--- config.mk ---
export PLATFORM = sky130hd
export DESIGN_NAME = adc_spi_scan_ctrl
export DESIGN_NICKNAME = d
export VERILOG_FILES = /design/src/rtl/adc_spi_pkg.sv /design/src/rtl/adc_spi_scan_ctrl_spi_frame_engine.sv /design/src/rtl/adc_spi_scan_ctrl.sv
export SDC_FILE = /design/constraint.sdc
export NUM_CORES = 1
export LEC_CHECK = 0
export BUFFER_PORTS_ARGS = -buffer_cell sky130_fd_sc_hd__buf_2
export CORE_MARGIN = 2
export CORE_UTILIZATION = 50
export DETAILED_ROUTE_END_ITERATION = 6
export GPL_TIMING_DRIVEN = 0
export PLACE_DENSITY = 0.68
export SKIP_CTS_REPAIR_TIMING = 1
export SLEW_MARGIN = 20
export SYNTH_ARGS = -nofsm -noshare
export SYNTH_HDL_FRONTEND = slang
export SYNTH_HIERARCHICAL = 1
export SYNTH_SLANG_ARGS = --single-unit
--- constraint.sdc ---
create_clock -name clk -period 5.7 [get_ports clk]
set_input_delay 0.57 -clock clk [delete_from_list [all_inputs] [get_ports clk]]
set_output_delay 0.57 -clock clk [all_outputs]
set_load 0.03 [all_outputs]
--- src/rtl/adc_spi_pkg.sv ---
// Shared types and constants for the ADC SPI scan controller.
//   scan_state_e : scan FSM state encoding
//   READ_OP      : opcode placed in the top bits of a channel-select read
//   NOP_CMD      : all-zero command, sent on the last frame of a scan
//   ch_width()   : channel index width for a given channel count (min 1)
package adc_spi_pkg;

    typedef enum logic [1:0] {
        ST_IDLE  = 2'd0,
        ST_FRAME = 2'd1,
        ST_CONV  = 2'd2
    } scan_state_e;

    localparam int          READ_OP_W = 5;
    localparam logic [4:0]  READ_OP   = 5'b11001;
    localparam logic [63:0] NOP_CMD   = '0;

    function automatic int ch_width(input int n_ch);
        return (n_ch <= 1) ? 1 : $clog2(n_ch);
    endfunction

endpackage

--- src/rtl/adc_spi_scan_ctrl_spi_frame_engine.sv ---
// One cs_n-low SPI frame, mode 0.
//   go      : start a frame (ignored while a frame is running)
//   cmd     : command word, shifted out MSB first on mosi
//   miso    : ADC serial data, sampled on the clk cycle sclk rises
//   cs_n    : low for exactly FRAME_W*2*CLK_DIV clk cycles
//   sclk    : registered serial clock, idles low
//   mosi    : serial command, 0 whenever cs_n is high
//   done    : combinational, high on the clk cycle whose edge ends the frame
//   rx_data : first DATA_W miso samples of the latest frame, MSB first
module spi_frame_engine #(
    parameter int DATA_W  = 16,
    parameter int FRAME_W = 32,
    parameter int CLK_DIV = 2
) (
    input  logic               clk,
    input  logic               rst_n,
    input  logic               go,
    input  logic [FRAME_W-1:0] cmd,
    input  logic               miso,
    output logic               cs_n,
    output logic               sclk,
    output logic               mosi,
    output logic               done,
    output logic [DATA_W-1:0]  rx_data
);

    localparam int HALF_N = 2 * FRAME_W;
    localparam int HALF_W = $clog2(HALF_N);
    localparam int DIV_W  = (CLK_DIV > 1) ? $clog2(CLK_DIV) : 1;

    logic               active_q, active_d;
    logic               sclk_q, sclk_d;
    logic               mosi_q, mosi_d;
    logic [DIV_W-1:0]   div_q, div_d;
    logic [HALF_W-1:0]  half_q, half_d;
    logic [FRAME_W-1:0] tx_q, tx_d;
    logic [DATA_W-1:0]  rx_q, rx_d;
    logic               tick;

    always_comb begin
        active_d = active_q;
        sclk_d   = sclk_q;
        mosi_d   = mosi_q;
        div_d    = div_q;
        half_d   = half_q;
        tx_d     = tx_q;
        rx_d     = rx_q;
        tick     = active_q && (div_q == '0);
        // The last falling point of sclk is also the edge that raises cs_n.
        done     = tick && sclk_q && (half_q == HALF_W'(HALF_N - 1));

        if (!active_q) begin
            if (go) begin
                active_d = 1'b1;
                sclk_d   = 1'b0;
                div_d    = DIV_W'(CLK_DIV - 1);
                half_d   = '0;
                mosi_d   = cmd[FRAME_W-1];
                tx_d     = cmd << 1;
            end
        end else if (tick) begin
            div_d  = DIV_W'(CLK_DIV - 1);
            half_d = half_q + 1'b1;
            if (!sclk_q) begin
                sclk_d = 1'b1;
                // half_q is even on a rising point; half_q/2 is the bit index.
                if ((int'(half_q) >> 1) < DATA_W) begin
                    rx_d = DATA_W'({rx_q, miso});
                end
            end else begin
                sclk_d = 1'b0;
                if (done) begin
                    active_d = 1'b0;
                    mosi_d   = 1'b0;
                end else begin
                    mosi_d = tx_q[FRAME_W-1];
                    tx_d   = tx_q << 1;
                end
            end
        end else begin
            div_d = div_q - 1'b1;
        end
    end

    always_ff @(posedge clk or negedge rst_n) begin
        if (!rst_n) begin
            active_q <= 1'b0;
            sclk_q   <= 1'b0;
            mosi_q   <= 1'b0;
            div_q    <= '0;
            half_q   <= '0;
            tx_q     <= '0;
            rx_q     <= '0;
        end else begin
            active_q <= active_d;
            sclk_q   <= sclk_d;
            mosi_q   <= mosi_d;
            div_q    <= div_d;
            half_q   <= half_d;
            tx_q     <= tx_d;
            rx_q     <= rx_d;
        end
    end

    assign cs_n    = ~active_q;
    assign sclk    = sclk_q;
    assign mosi    = mosi_q;
    assign rx_data = rx_q;

endmodule

--- src/rtl/adc_spi_scan_ctrl.sv ---
// Multi-channel scan controller for a SAR ADC behind SPI with a ready pin.
// Walks the latched channel mask in ascending order, one frame per channel
// plus a trailing NOP frame; each frame returns the previous frame's result.
//   start/cont_en/ch_mask : scan trigger, continuous enable, channel mask
//   busy                  : scan in progress
//   dout/dout_ch/dout_valid : result, its channel, one-cycle strobe
//   timeout_err           : one-cycle strobe when rvs never came
//   rvs/miso              : ADC ready and serial data
//   cs_n/sclk/mosi        : SPI pins (mode 0)
//
// state    | meaning
// ---------+-------------------------------------------------------------
// ST_IDLE  | no scan; waiting for start or cont_en with a non-zero mask
// ST_FRAME | cs_n low, frame engine shifting command out and result in
// ST_CONV  | cs_n high; min T_CSH, then rvs (or re-arm of a continuous scan)
module adc_spi_scan_ctrl
    import adc_spi_pkg::*;
#(
    parameter int DATA_W  = 16,
    parameter int FRAME_W = 32,
    parameter int CLK_DIV = 2,
    parameter int N_CH    = 4,
    parameter int CH_W    = ch_width(N_CH),
    parameter int T_CSH   = 100,
    parameter int TIMEOUT = 1000
) (
    input  logic              clk,
    input  logic              rst_n,
    input  logic              start,
    input  logic              cont_en,
    input  logic [N_CH-1:0]   ch_mask,
    output logic              busy,
    output logic [DATA_W-1:0] dout,
    output logic [CH_W-1:0]   dout_ch,
    output logic              dout_valid,
    output logic              timeout_err,
    input  logic              rvs,
    input  logic              miso,
    output logic              cs_n,
    output logic              sclk,
    output logic              mosi
);

    localparam int CSH_W    = (T_CSH > 0) ? $clog2(T_CSH + 1) : 1;
    localparam int TO_W     = (TIMEOUT > 0) ? $clog2(TIMEOUT + 1) : 1;
    localparam int CSH_LOAD = (T_CSH > 0) ? T_CSH - 1 : 0;
    localparam int TO_LOAD  = (TIMEOUT > 0) ? TIMEOUT - 1 : 0;

    scan_state_e       state_q, state_d;
    logic [N_CH-1:0]   rem_q, rem_d;
    logic              cur_vld_q, cur_vld_d;
    logic [CH_W-1:0]   cur_ch_q, cur_ch_d;
    logic              pend_vld_q, pend_vld_d;
    logic [CH_W-1:0]   pend_ch_q, pend_ch_d;
    logic              rearm_q, rearm_d;
    logic [CSH_W-1:0]  csh_q, csh_d;
    logic [TO_W-1:0]   to_q, to_d;
    logic [DATA_W-1:0] dout_q, dout_d;
    logic [CH_W-1:0]   dout_ch_q, dout_ch_d;
    logic              dout_valid_q, dout_valid_d;
    logic              timeout_err_q, timeout_err_d;

    logic [N_CH-1:0]    walk_src;
    logic [CH_W-1:0]    nxt_ch;
    logic               nxt_found;
    logic [FRAME_W-1:0] cmd;
    logic               launch;
    logic               go;
    logic               frame_done;
    logic [DATA_W-1:0]  rx_data;

    spi_frame_engine #(
        .DATA_W  (DATA_W),
        .FRAME_W (FRAME_W),
        .CLK_DIV (CLK_DIV)
    ) u_frame (
        .clk     (clk),
        .rst_n   (rst_n),
        .go      (go),
        .cmd     (cmd),
        .miso    (miso),
        .cs_n    (cs_n),
        .sclk    (sclk),
        .mosi    (mosi),
        .done    (frame_done),
        .rx_data (rx_data)
    );

    // Mask walker: the live mask is only looked at when a scan starts from
    // idle; inside a scan the remaining-channel copy is used.
    always_comb begin
        walk_src  = (state_q == ST_IDLE) ? ch_mask : rem_q;
        nxt_found = |walk_src;
        nxt_ch    = '0;
        for (int i = N_CH - 1; i >= 0; i--) begin
            if (walk_src[i]) nxt_ch = CH_W'(i);
        end
        cmd = FRAME_W'(NOP_CMD);
        if (nxt_found) begin
            cmd = FRAME_W'({READ_OP, nxt_ch}) << (FRAME_W - READ_OP_W - CH_W);
        end
    end

    always_comb begin
        state_d       = state_q;
        rem_d         = rem_q;
        cur_vld_d     = cur_vld_q;
        cur_ch_d      = cur_ch_q;
        pend_vld_d    = pend_vld_q;
        pend_ch_d     = pend_ch_q;
        rearm_d       = rearm_q;
        csh_d         = (csh_q != '0) ? csh_q - 1'b1 : csh_q;
        to_d          = (to_q != '0) ? to_q - 1'b1 : to_q;
        dout_d        = dout_q;
        dout_ch_d     = dout_ch_q;
        dout_valid_d  = 1'b0;
        timeout_err_d = 1'b0;
        launch        = 1'b0;
        go            = 1'b0;

        case (state_q)
            ST_IDLE: begin
                if ((start || cont_en) && nxt_found) launch = 1'b1;
            end
            ST_FRAME: begin
                if (frame_done) begin
                    if (pend_vld_q) begin
                        dout_d       = rx_data;
                        dout_ch_d    = pend_ch_q;
                        dout_valid_d = 1'b1;
                    end
                    if (cur_vld_q) begin
                        state_d = ST_CONV;
                        csh_d   = CSH_W'(CSH_LOAD);
                        to_d    = TO_W'(TO_LOAD);
                    end else if (cont_en && (|ch_mask)) begin
                        // Next continuous scan: only the cs_n-high time applies.
                        state_d = ST_CONV;
                        rem_d   = ch_mask;
                        rearm_d = 1'b1;
                        csh_d   = CSH_W'(CSH_LOAD);
                    end else begin
                        state_d = ST_IDLE;
                    end
                end
            end
            ST_CONV: begin
                if ((csh_q == '0) && (rvs || rearm_q)) begin
                    launch = 1'b1;
                end else if (!rearm_q && (to_q == '0)) begin
                    timeout_err_d = 1'b1;
                    cur_vld_d     = 1'b0;
                    state_d       = ST_IDLE;
                end
            end
            default: state_d = ST_IDLE;
        endcase

        if (launch) begin
            go         = 1'b1;
            state_d    = ST_FRAME;
            rem_d      = walk_src & ~(N_CH'(1) << nxt_ch);
            pend_vld_d = cur_vld_q;
            pend_ch_d  = cur_ch_q;
            cur_vld_d  = nxt_found;
            cur_ch_d   = nxt_ch;
            rearm_d    = 1'b0;
        end
    end

    always_ff @(posedge clk or negedge rst_n) begin
        if (!rst_n) begin
            state_q       <= ST_IDLE;
            rem_q         <= '0;
            cur_vld_q     <= 1'b0;
            cur_ch_q      <= '0;
            pend_vld_q    <= 1'b0;
            pend_ch_q     <= '0;
            rearm_q       <= 1'b0;
            csh_q         <= '0;
            to_q          <= '0;
            dout_q        <= '0;
            dout_ch_q     <= '0;
            dout_valid_q  <= 1'b0;
            timeout_err_q <= 1'b0;
        end else begin
            state_q       <= state_d;
            rem_q         <= rem_d;
            cur_vld_q     <= cur_vld_d;
            cur_ch_q      <= cur_ch_d;
            pend_vld_q    <= pend_vld_d;
            pend_ch_q     <= pend_ch_d;
            rearm_q       <= rearm_d;
            csh_q         <= csh_d;
            to_q          <= to_d;
            dout_q        <= dout_d;
            dout_ch_q     <= dout_ch_d;
            dout_valid_q  <= dout_valid_d;
            timeout_err_q <= timeout_err_d;
        end
    end

    assign busy        = (state_q != ST_IDLE);
    assign dout        = dout_q;
    assign dout_ch     = dout_ch_q;
    assign dout_valid  = dout_valid_q;
    assign timeout_err = timeout_err_q;

endmodule
### After elaboration in Yosys (flattened, before gate mapping)

Cells that the tools add are included.
W data, S select, Z words.

* flip-flop bits (word level): 108
* input bits: 10
* output and inout bits: 24
* word-level logic and storage cells: 146

* add/subtract/negate cells: 4
* order comparisons: 1
* eq/ne operators: 12
* shift-type cells: 1
* mux-type cells: 71
* bitwise gates (word level): 5
* reductions and logical operators: 32

Operators with widths (number)
* $mux W32: 6
* $mux W10: 4
* $mux W1: 35
* $mux W7: 5
* $mux W4: 6
* $mux W2: 10
* $mux W6: 3
* $reduce_and A4 Y1: 4
* $reduce_bool A2 Y1: 7
* $logic_not A10 Y1: 1
* $ne A2 B2 Y1 const B: 5
* $reduce_bool A10 Y1: 1
* $sub A10 B1 Y10 const B: 1
* $ne A3 B3 Y1 const B: 3
* $reduce_and A3 Y1: 3
* $reduce_or A4 Y1: 2
* $logic_and A1 B1 Y1: 7
* $logic_not A7 Y1: 1
* $reduce_bool A7 Y1: 1
* $sub A7 B1 Y7 const B: 1
* $add A6 B1 Y6 const B: 1
* $eq A6 B6 Y1 const B: 1
* $pmux W2 S3: 1
* $lt A5 B5 Y1 const B: 1
* other kinds (13): 16

### Logic depth before layout (Yosys ltp)

* word-level depth: 10
* mapped depth: 11
* mapped depth without buffers: 9

### Hierarchy

Netlist, hierarchy kept.

Modules (own cells, without submodules)
* spi_frame_engine: instances 1, cells an instance 186, area each 2642.5 um2, seq. area each 1426.4 um2
* adc_spi_scan_ctrl: instances 1, cells an instance 208, area each 2356.0 um2, seq. area each 1251.2 um2

### Worst setup path before layout

OpenSTA, ideal clock, no wires.

* path kind: reg-to-reg
* from: register csh_q[0]
* to: register u_frame.tx_q[22]
* library setup time: 0.125 ns
* data arrival time: 2.425 ns
* data required time: 5.575 ns
* slack: 3.150 ns
* cell stages (with the launch flop): 12
* buffers on the path: 2
* period minus slack after synthesis: 2.550 ns
* path through: dfrtp_1 > inv_1 > ha_1 > nor3b_4 > o2111ai_1 > and2_1 > buf_6 > inv_6 > nand2b_1 > a2bb2oi_2 > buf_2 > mux2_2

* cells in the longest elaborated chain, start to end: 7

RTL lines
* start: declaration: RTL line adc_spi_scan_ctrl.sv:56 `logic [CSH_W-1:0] csh_q, csh_d;`
* start signal: assignment: RTL line adc_spi_scan_ctrl.sv:194 `csh_q <= csh_d;`
* $logic_not A7 Y1: RTL line adc_spi_scan_ctrl.sv:148 `if ((csh_q == '0) && (rvs || rearm_q)) begin`
* $logic_and A1 B1 Y1: RTL line adc_spi_scan_ctrl.sv:148
* $mux W1: RTL line adc_spi_scan_ctrl.sv:148
* $pmux W1 S2: RTL line adc_spi_scan_ctrl.sv:121 `case (state_q)`
* $mux W1: RTL line adc_spi_scan_ctrl.sv:159 `if (launch) begin`
* net go: RTL line adc_spi_scan_ctrl.sv:68 `logic go;`
* $reduce_bool A2 Y1 (no line)
* $reduce_and A4 Y1 (no line)
* end signal: assignment: RTL line adc_spi_scan_ctrl_spi_frame_engine.sv:100 `tx_q <= tx_d;`
* end: declaration: RTL line adc_spi_scan_ctrl_spi_frame_engine.sv:36 `logic [FRAME_W-1:0] tx_q, tx_d;`

The timed path passes the listed nets, and every way through them passes these cells.
A chain may end at the register's enable or synchronous reset.

### Worst setup path after layout

* from: register csh_q[0]
* to: register u_frame.tx_q[5]

The elaborated chain is that of the path after synthesis.

==> metrics.md <==
| Metric | Value |
|---|---|
| Tmin final | `3.06 ns` |
| Unique masters post-synth | `56` |
| Post-synth EDFFs | `0` |
| RR Startpoint | `csh_q[0]` |
| First-pass GRT wire length | `14,900 um` |
| Setup WS pre-CTS | `2.60 ns` |
| Placed instance area | `0.00546 sq mm` |
| Sw frac | `around a third` |
| Total CTS buffers | `9` |
| Max_cap viols | `0` |
| Area leader, netlist | `dfrtp_1` |
| Worst slew pin tran | `0.596 ns` |
| 1st-pass router iterations | `4` |
| Register area share after synthesis | `53.6%` |
| Post-route core utilization | `between 50% and 60%` |
| Mapped Avg Cell Area | `between 10 and 15 sq um` |
| Critical Path AT | `3.32 ns` |
| WS Path Type | `reg -> reg` |
| Pins Over Slew Limit | `0` |
| Sw power | `between 0.9 and 1 mW` |
| Share of layout cells above drive strength 1 | `35.1%` |
| Sequential Power Share | `a little under half` |
| Synthesis-stage register bit count | `107` |
| Top-count cell post-synth | `dfrtp_1` |
| Synth Cell Area | `0.00500 sq mm` |
| RSZ-0062 raised after global routing | `false` |
| Initial antenna violation count | `0` |
| Initial DRC count | `114` |
| Synth Warn # | `6` |
| H-Tree Level Count | `3` |
| F_max | `roughly 330 MHz` |
| Starting Density | `51.4%` |
| WL final | `8240 um` |
| Most common library cells after synthesis | `107 x dfrtp_1, 93 x mux2_2, 22 x nand2_1, 20 x nor2_1, 12 x o21ai_0` |
| Static Leakage | `2.67 nW` |
| Req. time, crit path | `5.95 ns` |
| CP Max Fanout | `13` |
| Post-Syn Instances | `394` |
| Clock Path Buffers | `2` |
| Crit. End Element | `flop` |
| Share of the synthesized area in the top cell type | `53.6%` |
| Setup tns final | `0 ns` |
| Wire per inst | `13.7 um` |
| Top Ports | `34` |
| Largest net degree at the start of global routing | `62` |
| Status | `complete, no violations` |
| Endpoints failing hold | `0` |
| Root Buffer | `clkbuf_8` |
| Post-synth ARST share | `100%` |
| Antenna Violating Nets Remaining | `0` |
| Rows | `36` |
| PnR worst setup slack | `~2.6 ns` |
| Clock Skews | `about 0.013 ns` |
| Number of nets in the layout | `478` |
| Die Y | `between 100 and 150 um` |
| Grt ovf | `0` |
| P&R area growth vs syn | `13.1%` |
| Top cells by area, synth | `dfrtp_1 54%, mux2_2 21%, nand2_1 1.7%` |
| Placer Congestion | `0.836` |
| Startpoint Class | `flop` |
| Die Wd | `104 um` |
| Comb pwr share | `roughly 38%` |
| VDD IR max | `0.260 mV` |
| TritonCTS clock tree | `done` |
| Via count of the first global-routing pass | `approximately 3,200` |
| HPWL Detailed | `5890 um` |
| Via density | `5.23` |
| Antenna Cells | `0` |
| Worst-path clk slew | `0.11 ns` |
| Worst setup path start | `csh_q[0]` |
| Clk_lat worst skew | `0.37 ns` |
| Hold Crit Class | `in -> async` |
| # clock sinks | `107` |
| Slew margin rel. | `59.7%` |
| P_int | `approximately 1.8 mW` |
| Finished Cell Area | `roughly 0.0057 sq mm` |
| Drt drc | `0` |
| Final setup violation count | `0` |
| Pwr/cell area | `481 mW/mm^2` |
| Core Box Area | `~0.0097 sq mm` |
| Buffers on Ports | `33` |
| Die area | `0.0108 sq mm` |
| Fin crit share | `53.8%` |
| GRT Overall Usage | `between 10% and 20%` |
| Clk pwr share | `~16%` |
| Primary FF master, synth | `dfrtp_1` |
| Routed vias | `3,151` |
## layer usage
metal,track usage (%),part of all wire (%),vias up
li1,-,-,1539
met1,20.5,44,1567
met2,28.9,51,36
met3,4.70,3.4,9
met4,3.76,0.85,0
met5,0,0,-
## cell type report
type                       count  area [sq um]
buffer                        13          77.6
clock buffer                   9           124
clock inverter                 7          66.3
fill                         858          4080
inverter                      13          53.8
multi-input combinational    287          2290
sequential                   107          2680
tap                          133           166
timing repair buffer          34           199
## worst paths after layout
kind,endpoint,slack (ns),cells after the start
worst max-delay path,u_frame/tx_q[5],2.64,11
worst min-delay path,csh_q[2],0.12,1
worst max register to register,u_frame/tx_q[5],2.64,11
worst min register to register,u_frame/tx_q[27],0.49,1
max in group asynchronous,u_frame/half_q[2],4.94,2
min in group clk,u_frame/rx_data[0],0.44,2
## layout by cell type, fill, tap and decap left out, drive strengths merged, types with 6 or more instances in the layout
cell / count
buf: 42
dfrtp: 107
nand2: 22
mux2: 100
nor3: 6
conb: 27
a21oi: 10
clkbuf: 14
inv: 18
nand2b: 6
xnor2: 8
nor2: 20
o21ai: 12
## cells by family (layout without fill, tap and decap cells)
| kind of cell | count (synthesis) | in the layout | synth area share, % |
|---|---|---|---|
| xor gates and xnor gates | 13 | 13 | 2.28 |
| adders and majority gates | 3 | 3 | 0.751 |
| other | 1 | 27 | 0.0750 |
| buffers and inverters | 26 | 76 | 2.63 |
| AOI/OAI and AO/OA | 50 | 50 | 7.03 |
| and+or+nand+nor | 91 | 91 | 10.3 |
| DFF | 107 | 107 | 53.6 |
| muxes | 103 | 103 | 23.4 |
## through the flow
stage	cells	hold slack [ns]	power [mW]
finish	603	0.116	2.72
global route	603	0.122	2.94
CTS	603	0.118	2.76
detailed placement	587	0.476	2.31
global placement	586	0.465	2.25
floorplan	420	0.274	2.07
## flip-flops by register name (all words and copies together), names as in the netlist, 4 cells and up
register         flops
u_frame/half_q       6
csh_q                7
to_q                10
dout                16
u_frame/rx_data     16
u_frame/tx_q        31
rem_q                4
## power groups by stage
stage / Clock [mW] / Sequential [mW] / Combinational, mW
6_report: 0.441 / 1.25 / 1.03
5_1_grt: 0.493 / 1.29 / 1.16
4_1_cts: 0.463 / 1.25 / 1.05
3_5_place_dp: 0 / 1.26 / 1.04
3_3_place_gp: 0 / 1.25 / 1.00
2_1_floorplan: 0 / 1.22 / 0.851
## critical path: stages, from the launching register on
cell	delay [ns]
dfrtp_1	0.39
inv_1	0.09
ha_1	0.19
nor3b_4	0.32
o2111ai_1	0.34
and2_1	0.28
buf_6	0.14
inv_6	0.11
nand2b_1	0.14
a2bb2oi_2	0.27
buf_2	0.29
mux2_2	0.37
Note: power is estimated with default switching activity, not from simulation.
